[config.mk]
export PLATFORM = sky130hd
export DESIGN_NAME = scroll_msg_writer_flat
export DESIGN_NICKNAME = d
export VERILOG_FILES = /design/src/rtl/scroll_msg_pkg.sv /design/src/rtl/scroll_msg_writer_if.sv /design/src/rtl/key_debounce.sv /design/src/rtl/scroll_msg_writer.sv /design/src/flat_wrapper.sv
export SDC_FILE = /design/constraint.sdc
export NUM_CORES = 1
export LEC_CHECK = 0
export ABC_CLOCK_PERIOD_IN_PS = 4300
export BUFFER_PORTS_ARGS = -buffer_cell sky130_fd_sc_hd__buf_2
export CAP_MARGIN = 0
export CORE_ASPECT_RATIO = 0.6
export CORE_MARGIN = 2
export CORE_UTILIZATION = 30
export CTS_CLUSTER_SIZE = 14
export DETAILED_ROUTE_END_ITERATION = 16
export SYNTH_ARGS = -nofsm -noshare
export SYNTH_HDL_FRONTEND = slang
export SYNTH_SLANG_ARGS = --single-unit
[constraint.sdc]
create_clock -name CLK -period 4.3 [get_ports CLK]
set_input_delay 0.86 -clock CLK [delete_from_list [all_inputs] [get_ports CLK]]
set_output_delay 0.86 -clock CLK [all_outputs]
set_load 0.01 [all_outputs]
[src/rtl/scroll_msg_pkg.sv]
// Shared types and glyph codes for the scrolling-message write path and its
// 7-segment scroller.
package scroll_msg_pkg;

  localparam int unsigned CHAR_W    = 5;
  localparam int unsigned MSG_DEPTH = 8;
  localparam int unsigned ADDR_W    = $clog2(MSG_DEPTH);
  localparam int unsigned LEN_W     = ADDR_W + 1;

  typedef logic [CHAR_W-1:0] char_t;
  typedef logic [ADDR_W-1:0] addr_t;
  typedef logic [LEN_W-1:0]  len_t;

  // Codes shared with the scroller's code-to-segment ROM
  localparam char_t CH_BLANK = 5'd0;
  localparam char_t CH_A     = 5'd1;
  localparam char_t CH_H     = 5'd8;
  localparam char_t CH_N     = 5'd14;
  localparam char_t CH_O     = 5'd15;
  localparam char_t CH_Z     = 5'd26;

  typedef enum logic [1:0] {ActNone, ActWr, ActDel, ActClr} action_e;

  // One action per cycle; lower-priority strobes are dropped
  function automatic action_e arbitrate(input logic clr, input logic del, input logic wr);
    if (clr)      return ActClr;
    else if (del) return ActDel;
    else if (wr)  return ActWr;
    else          return ActNone;
  endfunction

endpackage

[src/rtl/scroll_msg_writer_if.sv]
// Key/char inputs and message read port of the scrolling-message writer.
interface scroll_msg_writer_if;
  import scroll_msg_pkg::*;

  char_t char_in;
  logic  key_wr_n;
  logic  key_del_n;
  logic  key_clr_n;
  addr_t rd_addr;
  char_t rd_char;
  len_t  msg_len;
  logic  full;
  logic  empty;
  logic  msg_changed;
  logic  err;

  modport master (
    output char_in, key_wr_n, key_del_n, key_clr_n, rd_addr,
    input  rd_char, msg_len, full, empty, msg_changed, err
  );

  modport slave (
    input  char_in, key_wr_n, key_del_n, key_clr_n, rd_addr,
    output rd_char, msg_len, full, empty, msg_changed, err
  );

endinterface

[src/rtl/key_debounce.sv]
// Push-button debouncer: 2-FF synchronizer, stability counter, one-cycle press strobe.
module key_debounce #(
  parameter int unsigned DEBOUNCE_CYCLES = 500000
) (
  input  logic CLK,
  input  logic CLR_N,
  input  logic key_n,
  output logic press
);

  localparam int unsigned CntW = $clog2(DEBOUNCE_CYCLES + 1);

  logic            sync1_q, sync2_q;
  logic            stable_q, stable_d;
  logic            press_q, press_d;
  logic [CntW-1:0] cnt_q, cnt_d;

  always_comb begin
    stable_d = stable_q;
    cnt_d    = '0;
    if (sync2_q != stable_q) begin
      if (cnt_q == CntW'(DEBOUNCE_CYCLES - 1)) begin
        stable_d = sync2_q;
      end else begin
        cnt_d = cnt_q + CntW'(1);
      end
    end
    // Strobe only on the accepted falling edge; release is ignored
    press_d = stable_q & ~stable_d;
  end

  always_ff @(posedge CLK or negedge CLR_N) begin
    if (!CLR_N) begin
      sync1_q  <= 1'b1;
      sync2_q  <= 1'b1;
      stable_q <= 1'b1;
      cnt_q    <= '0;
      press_q  <= 1'b0;
    end else begin
      sync1_q  <= key_n;
      sync2_q  <= sync1_q;
      stable_q <= stable_d;
      cnt_q    <= cnt_d;
      press_q  <= press_d;
    end
  end

  assign press = press_q;

endmodule

[src/rtl/scroll_msg_writer.sv]
// Message buffer for the scroller: debounced append/delete/clear keys, length
// register, register file and combinational read port.
module scroll_msg_writer
  import scroll_msg_pkg::*;
#(
  parameter int unsigned DEBOUNCE_CYCLES = 500000
) (
  input  logic                CLK,
  input  logic                CLR_N,
  scroll_msg_writer_if.slave  bus
);

  logic    wr_press, del_press, clr_press;
  action_e act;
  char_t   mem_q [MSG_DEPTH];
  char_t   mem_d [MSG_DEPTH];
  len_t    len_q, len_d;
  logic    changed_q, changed_d;
  logic    err_q, err_d;
  logic    is_full;

  key_debounce #(.DEBOUNCE_CYCLES(DEBOUNCE_CYCLES)) u_db_wr (
    .CLK   (CLK),
    .CLR_N (CLR_N),
    .key_n (bus.key_wr_n),
    .press (wr_press)
  );

  key_debounce #(.DEBOUNCE_CYCLES(DEBOUNCE_CYCLES)) u_db_del (
    .CLK   (CLK),
    .CLR_N (CLR_N),
    .key_n (bus.key_del_n),
    .press (del_press)
  );

  key_debounce #(.DEBOUNCE_CYCLES(DEBOUNCE_CYCLES)) u_db_clr (
    .CLK   (CLK),
    .CLR_N (CLR_N),
    .key_n (bus.key_clr_n),
    .press (clr_press)
  );

  assign act     = arbitrate(clr_press, del_press, wr_press);
  assign is_full = (len_q == LEN_W'(MSG_DEPTH));

  always_comb begin
    mem_d     = mem_q;
    len_d     = len_q;
    changed_d = 1'b0;
    err_d     = 1'b0;
    unique case (act)
      ActClr: begin
        for (int i = 0; i < MSG_DEPTH; i++) mem_d[i] = CH_BLANK;
        len_d     = '0;
        changed_d = 1'b1;
      end
      ActDel: begin
        if (len_q == '0) begin
          err_d = 1'b1;
        end else begin
          mem_d[addr_t'(len_q - LEN_W'(1))] = CH_BLANK;
          len_d     = len_q - LEN_W'(1);
          changed_d = 1'b1;
        end
      end
      ActWr: begin
        if (is_full) begin
          err_d = 1'b1;
        end else begin
          mem_d[len_q[ADDR_W-1:0]] = bus.char_in;
          len_d     = len_q + LEN_W'(1);
          changed_d = 1'b1;
        end
      end
      default: ;
    endcase
  end

  always_ff @(posedge CLK or negedge CLR_N) begin
    if (!CLR_N) begin
      for (int i = 0; i < MSG_DEPTH; i++) mem_q[i] <= CH_BLANK;
      len_q     <= '0;
      changed_q <= 1'b0;
      err_q     <= 1'b0;
    end else begin
      mem_q     <= mem_d;
      len_q     <= len_d;
      changed_q <= changed_d;
      err_q     <= err_d;
    end
  end

  always_comb begin
    bus.rd_char = CH_BLANK;
    if ({1'b0, bus.rd_addr} < len_q) bus.rd_char = mem_q[bus.rd_addr];
  end

  assign bus.msg_len     = len_q;
  assign bus.full        = is_full;
  assign bus.empty       = (len_q == '0);
  assign bus.msg_changed = changed_q;
  assign bus.err         = err_q;

endmodule

[src/flat_wrapper.sv]
// flat-port wrapper written by rule: the top's interface ports become plain ports
module scroll_msg_writer_flat import scroll_msg_pkg::*;
#(
  parameter int unsigned DEBOUNCE_CYCLES = 500000
)
  (CLK, CLR_N, bus_char_in, bus_key_wr_n, bus_key_del_n, bus_key_clr_n, bus_rd_addr, bus_rd_char, bus_msg_len, bus_full, bus_empty, bus_msg_changed, bus_err);
  scroll_msg_writer_if bus_i ();
  input  logic CLK;
  input  logic CLR_N;
  input wire logic [$bits(bus_i.char_in)-1:0] bus_char_in;
  input wire logic [$bits(bus_i.key_wr_n)-1:0] bus_key_wr_n;
  input wire logic [$bits(bus_i.key_del_n)-1:0] bus_key_del_n;
  input wire logic [$bits(bus_i.key_clr_n)-1:0] bus_key_clr_n;
  input wire logic [$bits(bus_i.rd_addr)-1:0] bus_rd_addr;
  output wire logic [$bits(bus_i.rd_char)-1:0] bus_rd_char;
  output wire logic [$bits(bus_i.msg_len)-1:0] bus_msg_len;
  output wire logic [$bits(bus_i.full)-1:0] bus_full;
  output wire logic [$bits(bus_i.empty)-1:0] bus_empty;
  output wire logic [$bits(bus_i.msg_changed)-1:0] bus_msg_changed;
  output wire logic [$bits(bus_i.err)-1:0] bus_err;
  assign bus_i.char_in = bus_char_in;
  assign bus_i.key_wr_n = bus_key_wr_n;
  assign bus_i.key_del_n = bus_key_del_n;
  assign bus_i.key_clr_n = bus_key_clr_n;
  assign bus_i.rd_addr = bus_rd_addr;
  assign bus_rd_char = bus_i.rd_char;
  assign bus_msg_len = bus_i.msg_len;
  assign bus_full = bus_i.full;
  assign bus_empty = bus_i.empty;
  assign bus_msg_changed = bus_i.msg_changed;
  assign bus_err = bus_i.err;
  scroll_msg_writer #(.DEBOUNCE_CYCLES(DEBOUNCE_CYCLES)) u_core (.CLK(CLK), .CLR_N(CLR_N), .bus(bus_i));
endmodule
==> results of run 1 <==
==> worst max-delay path by stage <==
stage                     startpoint              to  depth (start not counted)
5_1_grt        u_core.bus.msg_len[1]  bus_rd_char[4]                          6
4_1_cts        u_core.bus.msg_len[1]  bus_rd_char[0]                          6
2_1_floorplan         bus_rd_addr[0]  bus_rd_char[0]                          4
3_5_place_dp          bus_rd_addr[1]  bus_rd_char[0]                          6
6_report       u_core.bus.msg_len[1]  bus_rd_char[3]                          6
3_3_place_gp          bus_rd_addr[1]  bus_rd_char[1]                          6
==> cell usage after synthesis, drive strengths merged, types with 4 or more instances <==
cell	number
a21oi	30
a22oi	9
a31oi	7
a32o	5
and2	4
and4	8
buf	5
clkbuf	30
dfrtp	106
dfstp	9
ha	11
inv	18
mux2	4
mux2i	6
mux4	10
nand2	60
nand2b	5
nand3	71
nand4	21
nor2	47
nor3	13
nor4	7
o211ai	25
o21ai	23
o31ai	9
or2	4
or3	10
or4	8
xnor2	18
xor2	19
==> critical path: cells and delay by family (launching register included) <==
| kind | cells | cell delay [ps] |
|---|---|---|
| compound gates | 3 | 570 |
| flops | 1 | 660 |
| fa+ha+maj | 1 | 340 |
| buf+inv | 2 | 360 |
==> layout make-up <==
cell class / instances / area (um^2)
fillers: 2047 / 12950
multi-input cells: 470 / 3087
flip-flops and latches: 115 / 2889
clock buffers: 19 / 432.9
well taps: 273 / 341.6
repair buffers: 33 / 187.7
clock inverters: 13 / 160.2
inverters: 20 / 75.07
==> power groups by stage <==
stage	combinational, mW	sequential (mW)	clock [mW]
final	0.0875	1.10	1.45
after global placement	0.0876	1.12	0
after floorplan	0.0448	1.12	0
after CTS	0.0895	1.10	1.47
after global routing	0.0993	1.11	1.53
after detailed placement	0.0888	1.12	0
==> cells by family (layout without fill, tap and decap cells) <==
family | count (synthesis) | count (layout) | synth area share
buf+inv | 55 | 85 | 0.03439
xor+xnor | 37 | 37 | 0.05240
fa+ha+maj | 11 | 11 | 0.02225
compound gates | 129 | 129 | 0.1414
mux | 20 | 20 | 0.05341
flops | 115 | 115 | 0.4671
simple gates | 273 | 273 | 0.2290
==> sequential cells by signal, summed over array words and instances (netlist names), 4 cells and up <==
name,cells
u_core.u_db_clr.cnt_q,19
u_core.u_db_wr.cnt_q,19
u_core.mem_q,40
u_core.bus.msg_len,4
u_core.u_db_del.cnt_q,19
==> metal layers <==
layer	up-vias	share of wire	wire, um	global-route usage
met5	-	0	0	0
met4	0	0.0089	144	0.04186
met3	15	0.082	1326	0.04853
met2	175	0.38	6125	0.1929
met1	2499	0.53	8498	0.2506
li1	2396	-	-	-
==> stage by stage <==
| step | power (mW) | util |
|---|---|---|
| 2_1_floorplan | 1.166 | - |
| 3_3_place_gp | 1.210 | 0.3271 |
| 3_5_place_dp | 1.212 | 0.3271 |
| 4_1_cts | 2.666 | 0.3565 |
| 5_1_grt | 2.734 | 0.3565 |
| 6_report | 2.644 | 0.3565 |
==> impl_summary.txt, run 1 <==
----------------------------------------------------
[Clocking]
  Post_cts resized ... 0
  Clock tree from TritonCTS ... yes
  Worst-skew pair later-pin latency ... 420 ps
  Longest Clk Path Bufs ... 2
  Clock buffer count from CTS ... 17
  Reg clk slew, reported paths ... 50 ps
  Number of setup buffers added after CTS ... 0
  Num Clock Sinks ... 115
  H-tree lvl count ... 4
  Library cell used as clock root buffer ... clkbuf_16
  Hold Buf Count CTS ... 0

[STA]
  Transition time at the pin with the least slew margin ... 958.5 ps
  Min cycle time layout ... 3213 ps
  Count of endpoints failing setup in the final report ... 0
  Slack of the critical path ... 1087 ps
  Setup clock skew after layout ... 12.42 ps
  Slew Limit Headroom ... 0.3543
  Fraction of the cycle the final worst path needs ... 0.7471
  Number of hold violations in the final report ... 0
  Peak clock frequency supported by timing ... 0.3113 GHz
  Setup repair after global routing missed its margin ... no
  Final count of pins violating max slew ... 0
  Hold slack ... 354.3 ps
  Setup TNS ... 0 ps

[Floorplan]
  Top-level port count ... 26
  Starting utilization of the core area ... 0.3074
  X dimension of the die ... 189.4 um
  Die outline area ... 0.02182 mm^2
  # rows ... 40
  DIE HEIGHT ... 115.2 um
  Placeable core region ... 0.02012 mm^2

[Logic synthesis]
  Largest cells by area after synthesis ... dfrtp_1, nand3_1, dfstp_2
  Part of the Yosys area used for sequential elements ... 0.4671
  Library cell occupying the most area in the post-synthesis netlist ... dfrtp_1
  Register bit count reported by yosys ... 115
  Gate count after technology mapping ... 640
  Primary FF master, synth ... dfrtp_1
  Top cell type's share of synthesized area ... 0.4289
  Synth warnings ... 0
  Number of nets produced by synthesis ... 664
  Syn Std Cell Area ... 0.006185 mm^2
  Number of flops mapped to enable cells by yosys ... 0
  Asr flop ratio synth ... 1.000
  Library cells used by synthesis ... 64
  Synthesized area per cell ... 9.664 um^2

[Global routing]
  GRT Util Overall ... 0.1560
  Maximum number of pins on one net before global-route repair ... 70
  Via count of the first global-routing pass ... 4544
  Initial antenna violation count ... 0
  Total global routing overflow ... 0
  Wire length of the first global-routing pass ... 26360 um

[Place]
  Placer Congestion ... 0.8756
  Dpl ws ... 1352 ps
  Post-place instance area ... 0.006580 mm^2
  Post-DP HPWL ... 11140 um
  Number of instances in the placed design ... 911
  Count of buffers from port buffering ... 25

[Power]
  Combinational fraction of design power ... 0.033
  Part of the power in registers ... 0.418
  Int Pwr ... 2.033 mW
  Power density normalized to cell area ... 368.7 mW/mm^2
  Net switching share of the total power ... 0.2313
  Largest vdd supply drop ... 0.0002757 V
  Leakage power ... 2.733 nW
  Clock power share ... 0.549
  Power dissipated by switching net loads ... 0.6116 mW

[Worst hold path]
  Worst min-delay path startpoint ... u_core.u_db_clr.sync1_q
  Worst min-delay path endpoint ... u_core.u_db_clr.sync2_q
  Min-delay worst type ... reg2reg
  Number of instances on the worst hold path ... 0

[Setup path]
  Biggest cell delay along the critical path ... 660 ps
  Reg-to-reg slack, setup ... 1420 ps
  Arrival @ worst endpoint ... 2350 ps
  CP endpoint kind ... primary output
  FF-to-FF path depth ... 6
  Crit path max fanout ... 15
  Most frequent cell on the critical path ... a21o_1
  Endpoint of the worst register-to-register path ... u_core.mem_q[34]
  Critical-path top delay cell ... dfrtp_1
  Reg2Reg Launch Point ... u_core.bus.msg_len[1]
  Cells along the critical path ... inv_1 > ha_1 > a21o_1 > a21o_1 > a21oi_1 > buf_2
  Endpoint required time on the critical path ... 3440 ps
  Type of the setup path with the least slack ... reg2out
  Sort of element at the start of the critical path ... flop

[Drt]
  Final wirelength ... 16090 um
  Remaining routing DRC violations ... 0
  Drt wl/cell ... 17.07 um
  Vias post-DR ... 5085
  Post-DRT Antenna Nets ... 0
  Vias per Instance ... 5.392
  Initial detailed-routing violation count ... 504
  Router iterations before antenna repair ... 4

[Finish]
  Ratio of cells with drive above 1 in the final layout ... 0.1612
  Total Nets Final ... 681
  Most common library cell in the layout ignoring fill and taps ... dfrtp_1
  Area of all placed cells without fillers ... 0.007173 mm^2
  Growth of design area from synthesis to finish ... 15.98%
  Antenna cell count ... 0
  Finished Layout Cells ... 943
  Commonest cells after routing, fill and taps aside ... dfrtp_1, nand3_1, nand2_1

[Flow run]
  Maxcap violations ... 0

[Outcome]
  Result of the run ... finished, final reports clean

----------------------------------------------------
(Power assumes the default switching activity.)
==> inputs of run 2 (changes only) <==
--- a/config.mk
+++ b/config.mk
@@ -5,7 +5,7 @@
 export SDC_FILE = /design/constraint.sdc
 export NUM_CORES = 1
 export LEC_CHECK = 0
-export ABC_CLOCK_PERIOD_IN_PS = 4300
+export ABC_CLOCK_PERIOD_IN_PS = 2950
 export BUFFER_PORTS_ARGS = -buffer_cell sky130_fd_sc_hd__buf_2
 export CAP_MARGIN = 0
 export CORE_ASPECT_RATIO = 0.6
==> constraint.sdc (replaced) <==
create_clock -name CLK -period 2.95 [get_ports CLK]
set_input_delay 0.59 -clock CLK [delete_from_list [all_inputs] [get_ports CLK]]
set_output_delay 0.59 -clock CLK [all_outputs]
set_load 0.01 [all_outputs]
==> impl_summary.txt, run 2 (same netlist as run 1, synthesis figures left out) <==
----------------------------------------------------
[Clocking]
  Worst-skew pair later-pin latency ... 420 ps (about the same)
  Number of setup buffers added after CTS ... 0 (unchanged)
  Reg clk slew, reported paths ... 60 ps (was 50 ps)
  Clock buffer count from CTS ... 17 (unchanged)
  Num Clock Sinks ... 115 (unchanged)
  Longest Clk Path Bufs ... 2 (unchanged)
  Clock tree from TritonCTS ... yes (unchanged)
  H-tree lvl count ... 4 (unchanged)
  Post_cts resized ... 0 (unchanged)
  Library cell used as clock root buffer ... clkbuf_16 (unchanged)
  Hold Buf Count CTS ... 0 (unchanged)

[STA]
  Slack of the critical path ... 347.0 ps (was 1087 ps)
  Setup repair after global routing missed its margin ... no (unchanged)
  Hold slack ... 165.5 ps (was 354.3 ps)
  Final count of pins violating max slew ... 0 (unchanged)
  Setup TNS ... 0 ps (unchanged)
  Count of endpoints failing setup in the final report ... 0 (unchanged)
  Number of hold violations in the final report ... 0 (unchanged)
  Fraction of the cycle the final worst path needs ... 0.8824
  Min cycle time layout ... 2603 ps
  Setup clock skew after layout ... 9.097 ps (was 12.42 ps)
  Transition time at the pin with the least slew margin ... 760.1 ps (was 958.5 ps)
  Slew Limit Headroom ... 0.4894 (was 0.3543)
  Peak clock frequency supported by timing ... 0.3842 GHz

[Floorplan]
  X dimension of the die ... 189.4 um (unchanged)
  Starting utilization of the core area ... 0.3074 (unchanged)
  Placeable core region ... 0.02012 mm^2 (unchanged)
  Die outline area ... 0.02182 mm^2 (unchanged)
  # rows ... 40 (unchanged)
  Top-level port count ... 26 (unchanged)
  DIE HEIGHT ... 115.2 um (unchanged)

[Finish]
  Commonest cells after routing, fill and taps aside ... dfrtp_1, nand3_1, nand2_1 (unchanged)
  Ratio of cells with drive above 1 in the final layout ... 0.1716 (was 0.1612)
  Antenna cell count ... 0 (unchanged)
  Total Nets Final ... 687 (was 681)
  Max FFs per register ... 40 (unchanged)
  Most common library cell in the layout ignoring fill and taps ... dfrtp_1 (unchanged)
  Growth of design area from synthesis to finish ... 16.59% (was 15.98%)
  Reg with most FFs ... u_core.mem_q (unchanged)
  Filler instances ... 2027 (was 2047)

[Setup path]
  Crit path max fanout ... 13 (was 15)
  Cells along the critical path ... or2_2 > inv_1 > ha_1 > clkinv_1 > a31oi_1 > o211ai_1 > nand3_1 (was inv_1 > ha_1 > a21o_1 > a21o_1 > a21oi_1 > buf_2)
  Endpoint required time on the critical path ... 3300 ps (was 3440 ps)
  CP endpoint kind ... flop (was primary output)
  Sort of element at the start of the critical path ... flop (unchanged)
  Type of the setup path with the least slack ... reg2reg (was reg2out)
  Critical-path top delay cell ... a31oi_1 (was dfrtp_1)
  Biggest cell delay along the critical path ... 610 ps (was 660 ps)
  Arrival @ worst endpoint ... 2960 ps (was 2350 ps)

[Drt]
  Drt wl/cell ... 17.03 um (was 17.07 um)
  Remaining routing DRC violations ... 0 (unchanged)
  Routed length on met3 ... 1478 um (was 1326 um)
  Highest signal layer in the routed design ... met4 (unchanged)
  Wire length on met1 ... 8220 um (was 8498 um)
  Post-DRT Antenna Nets ... 0 (unchanged)
  Vias per Instance ... 5.396 (was 5.392)
  Initial detailed-routing violation count ... 564 (was 504)
  Vias post-DR ... 5121 (was 5085)
  Final wirelength ... 16160 um (was 16090 um)
  Router iterations before antenna repair ... 7 (was 4)
  Routed wire length on met2 ... 6315 um (was 6125 um)

[Place]
  Dpl ws ... 456.4 ps (was 1352 ps)
  Count of buffers from port buffering ... 25 (unchanged)
  Placer Congestion ... 0.8714 (was 0.8756)
  Post-DP HPWL ... 11170 um (was 11140 um)

[Power]
  Final Total Pwr ... 3.753 mW (was 2.644 mW)
  Leakage power ... 2.761 nW (was 2.733 nW)
  Largest vdd supply drop ... 0.0003420 V (was 0.0002757 V)
  Power density normalized to cell area ... 520.5 mW/mm^2 (was 368.7 mW/mm^2)

[Global routing]
  GRT Util Overall ... 0.1565 (was 0.1560)
  Total global routing overflow ... 0 (unchanged)
  Maximum number of pins on one net before global-route repair ... 52 (was 70)
  Initial antenna violation count ... 0 (unchanged)
  Via count of the first global-routing pass ... 4630 (was 4544)
  Wire length of the first global-routing pass ... 26420 um (was 26360 um)

[Worst hold path]
  Min-delay worst type ... in2async (was reg2reg)

[Flow run]
  Maxcap violations ... 0 (unchanged)

[Outcome]
  Result of the run ... finished, final reports clean (unchanged)

----------------------------------------------------
-- run 2: critical path: cells and delay by family (launching register included) --
kind,cells,cell delay [ps]
DFF,1,370
and+or+nand+nor,2,440
AOI/OAI and AO/OA,2,760
adders and majority gates,1,470
buffers and inverters,2,510
-- run 2: worst paths after layout --
path	cells after the start	slack, ps	start	end
max in group asynchronous	2	1980	CLR_N	u_core.u_db_wr.sync1_q
worst max register to register	7	350	u_core.u_db_del.press	u_core.mem_q[24]
worst max-delay path	7	350	u_core.u_db_del.press	u_core.mem_q[24]
worst min register to register	0	360	u_core.u_db_clr.sync1_q	u_core.u_db_clr.sync2_q
min in group CLK	1	270	bus_key_del_n	u_core.u_db_del.sync1_q
worst min-delay path	1	170	CLR_N	u_core.u_db_wr.cnt_q[15]
-- run 2: metal layers --
metal / vias up / GRT usage
met5: - / 0
met3: 15 / 0.05433
met4: 0 / 0.03721
met2: 185 / 0.2005
li1: 2418 / -
met1: 2503 / 0.2443
-- run 2: area by class of cell --
cell class,instances,area [um^2],share of cell area
multi-input combinational,470,3087,0.4281
sequential,115,2889,0.4007
clock buffer,17,425.4,0.05900
tap,273,341.6,0.04737
timing repair buffer,39,245.2,0.03401
clock inverter,15,147.6,0.02048
inverter,20,75.07,0.01041
-- run 2: where the power goes --
group	switching [mW]	internal (mW)	leakage (nW)	total [mW]
Sequential	0.0135	1.60	1.38	1.61
Clock	0.833	1.18	0.267	2.01
Combinational	0.0871	0.0431	1.11	0.130
Total	0.934	2.82	2.76	3.75
-- run 2: through the flow --
| stage | cells | util | cell area (um^2) |
|---|---|---|---|
| 6_report | 949 | 0.3584 | 7211 |
| 5_1_grt | 949 | 0.3584 | 7211 |
| 4_1_cts | 949 | 0.3584 | 7211 |
| 3_5_place_dp | 917 | 0.3299 | 6638 |
| 3_3_place_gp | 917 | 0.3299 | 6638 |
| 2_1_floorplan | 640 | - | 6185 |
==> inputs of run 3 (changes only) <==
--- a/config.mk
+++ b/config.mk
@@ -10,9 +10,11 @@
 export CAP_MARGIN = 0
 export CORE_ASPECT_RATIO = 0.6
 export CORE_MARGIN = 2
-export CORE_UTILIZATION = 30
+export CORE_UTILIZATION = 47
 export CTS_CLUSTER_SIZE = 14
 export DETAILED_ROUTE_END_ITERATION = 16
+export MAX_ROUTING_LAYER = met4
+export PLACE_DENSITY = 0.66
 export SYNTH_ARGS = -nofsm -noshare
 export SYNTH_HDL_FRONTEND = slang
 export SYNTH_SLANG_ARGS = --single-unit
==> impl_summary.txt, run 3 (same netlist as run 1, synthesis figures left out) <==
----------------------------------------------------
[Outcome]
  Result of the run ... finished, final reports clean (unchanged)

[STA]
  Setup TNS ... 0 ps (unchanged)
  Setup repair after global routing missed its margin ... no (unchanged)
  Setup clock skew after layout ... 11.35 ps (was 9.097 ps)
  Min cycle time layout ... 2568 ps (was 2603 ps)
  Peak clock frequency supported by timing ... 0.3894 GHz (was 0.3842 GHz)
  Slew Limit Headroom ... 0.4675 (was 0.4894)
  Final count of pins violating max slew ... 0 (unchanged)
  Number of hold violations in the final report ... 0 (unchanged)
  Slack of the critical path ... 381.8 ps (was 347.0 ps)
  Fraction of the cycle the final worst path needs ... 0.8706 (was 0.8824)
  Transition time at the pin with the least slew margin ... 794.0 ps (was 760.1 ps)
  Count of endpoints failing setup in the final report ... 0 (unchanged)

[Global routing]
  GRT Util Overall ... 0.2351 (was 0.1565)
  Total global routing overflow ... 0 (unchanged)
  Wire length of the first global-routing pass ... 25500 um (was 26420 um)
  Initial antenna violation count ... 0 (unchanged)
  Via count of the first global-routing pass ... 4770 (was 4630)
  Maximum number of pins on one net before global-route repair ... 52 (unchanged)

[Clocking]
  Number of setup buffers added after CTS ... 0 (unchanged)
  Hold Buf Count CTS ... 0 (unchanged)
  H-tree lvl count ... 4 (unchanged)
  Reg clk slew, reported paths ... 60 ps (about the same)
  Num Clock Sinks ... 115 (unchanged)
  Longest Clk Path Bufs ... 2 (unchanged)
  Worst-skew pair later-pin latency ... 420 ps (about the same)
  Library cell used as clock root buffer ... clkbuf_16 (unchanged)
  Clock tree from TritonCTS ... yes (unchanged)
  Clock buffer count from CTS ... 17 (unchanged)
  Post_cts resized ... 0 (unchanged)

[Floorplan]
  DIE HEIGHT ... 92.86 um (was 115.2 um)
  X dimension of the die ... 152.1 um (was 189.4 um)
  Starting utilization of the core area ... 0.4812 (was 0.3074)
  Placeable core region ... 0.01285 mm^2 (was 0.02012 mm^2)
  Die outline area ... 0.01412 mm^2 (was 0.02182 mm^2)
  Top-level port count ... 26 (unchanged)
  # rows ... 32 (was 40)

[Finish]
  Area of all placed cells without fillers ... 0.007091 mm^2 (was 0.007211 mm^2)
  Final cell utilization of the core ... 0.5517 (was 0.3584)
  Max FFs per register ... 40 (unchanged)
  Total Nets Final ... 684 (was 687)
  Reg with most FFs ... u_core.mem_q (unchanged)
  Growth of design area from synthesis to finish ... 14.65% (was 16.59%)
  Commonest cells after routing, fill and taps aside ... dfrtp_1, nand3_1, nand2_1 (unchanged)
  Most common library cell in the layout ignoring fill and taps ... dfrtp_1 (unchanged)
  Ratio of cells with drive above 1 in the final layout ... 0.1679 (was 0.1716)
  Antenna cell count ... 0 (unchanged)

[Setup path]
  Endpoint required time on the critical path ... 2360 ps (was 3300 ps)
  Biggest cell delay along the critical path ... 380 ps (was 610 ps)
  Type of the setup path with the least slack ... reg2out (was reg2reg)
  CP endpoint kind ... primary output (was flop)
  Cells along the critical path ... inv_1 > ha_1 > a21o_1 > a21o_1 > a21oi_1 > buf_2 (was or2_2 > inv_1 > ha_1 > clkinv_1 > a31oi_1 > o211ai_1 > nand3_1)
  Top cell family by delay on the critical path ... compound AO/OA/AOI/OAI gates (unchanged)
  Crit path max fanout ... 5 (was 13)
  Critical-path top delay cell ... dfrtp_1 (was a31oi_1)
  Sort of element at the start of the critical path ... flop (unchanged)
  Arrival @ worst endpoint ... 1980 ps (was 2960 ps)
  Most frequent cell on the critical path ... a21o_1
  Bufs and invs on worst path ... 2 (unchanged)

[Drt]
  Vias post-DR ... 5182 (was 5121)
  Post-DRT Antenna Nets ... 0 (unchanged)
  Initial detailed-routing violation count ... 518 (was 564)
  Vias per Instance ... 6.147 (was 5.396)
  Drt wl/cell ... 18.20 um (was 17.03 um)
  Final wirelength ... 15340 um (was 16160 um)
  Router iterations before antenna repair ... 5 (was 7)
  Remaining routing DRC violations ... 0 (unchanged)

[Flow run]
  Maxcap violations ... 0 (unchanged)

[Worst hold path]
  Min-delay worst type ... in2async (unchanged)

[Place]
  Post-DP HPWL ... 10710 um (was 11170 um)
  Dpl ws ... 467.8 ps (was 456.4 ps)
  Placer Congestion ... 0.8865 (was 0.8714)
  Count of buffers from port buffering ... 25 (unchanged)
  Post-place instance area ... 0.006499 mm^2 (was 0.006638 mm^2)

[Power]
  Leakage power ... 2.761 nW (about the same)
  Power density normalized to cell area ... 536.5 mW/mm^2 (was 520.5 mW/mm^2)
  Largest vdd supply drop ... 0.0003037 V (was 0.0003420 V)

----------------------------------------------------
## run 3: power breakdown
part	leakage, nW	internal, mW	switching (mW)
clock	0.280	1.27	0.793
sequential	1.38	1.60	0.0139
combinational	1.10	0.0416	0.0866
total	2.76	2.91	0.893
## run 3: final timing paths
check                                           end  cells past startpoint               startpoint  slack (ps)
hold / removal             u_core.u_db_clr.cnt_q[1]                      1                    CLR_N         190
setup reg to reg                   u_core.mem_q[30]                      6    u_core.u_db_del.press         430
max in group asynchronous  u_core.u_db_clr.stable_q                      2                    CLR_N        2010
min in group CLK            u_core.u_db_clr.sync1_q                      1            bus_key_clr_n         270
hold reg to reg             u_core.u_db_clr.sync2_q                      0  u_core.u_db_clr.sync1_q         360
setup / recovery                     bus_rd_char[3]                      6    u_core.bus.msg_len[1]         380
## run 3: layout make-up
| class | count | area, um^2 |
|---|---|---|
| fill | 1096 | 5762 |
| multi-input combinational | 470 | 3087 |
| sequential | 115 | 2889 |
| clock buffer | 18 | 439.2 |
| timing repair buffer | 36 | 235.2 |
| tap | 170 | 212.7 |
| clock inverter | 14 | 152.6 |
| inverter | 20 | 75.07 |
## run 3: stage by stage
step	hold slack [ps]	total power [mW]	instances
after detailed placement	349.3	1.768	811
after floorplan	294.4	1.700	640
after global placement	350.3	1.763	811
final	191.1	3.804	843
after global routing	234.6	3.931	843
after CTS	201.3	3.838	843
## run 3: metal layers
layer	up-vias	track usage	routed length (um)
met2	215	0.3303	6579
met1	2533	0.3389	7278
met3	19	0.05428	1282
met5	-	-	0
li1	2415	-	-
met4	0	0.07165	200
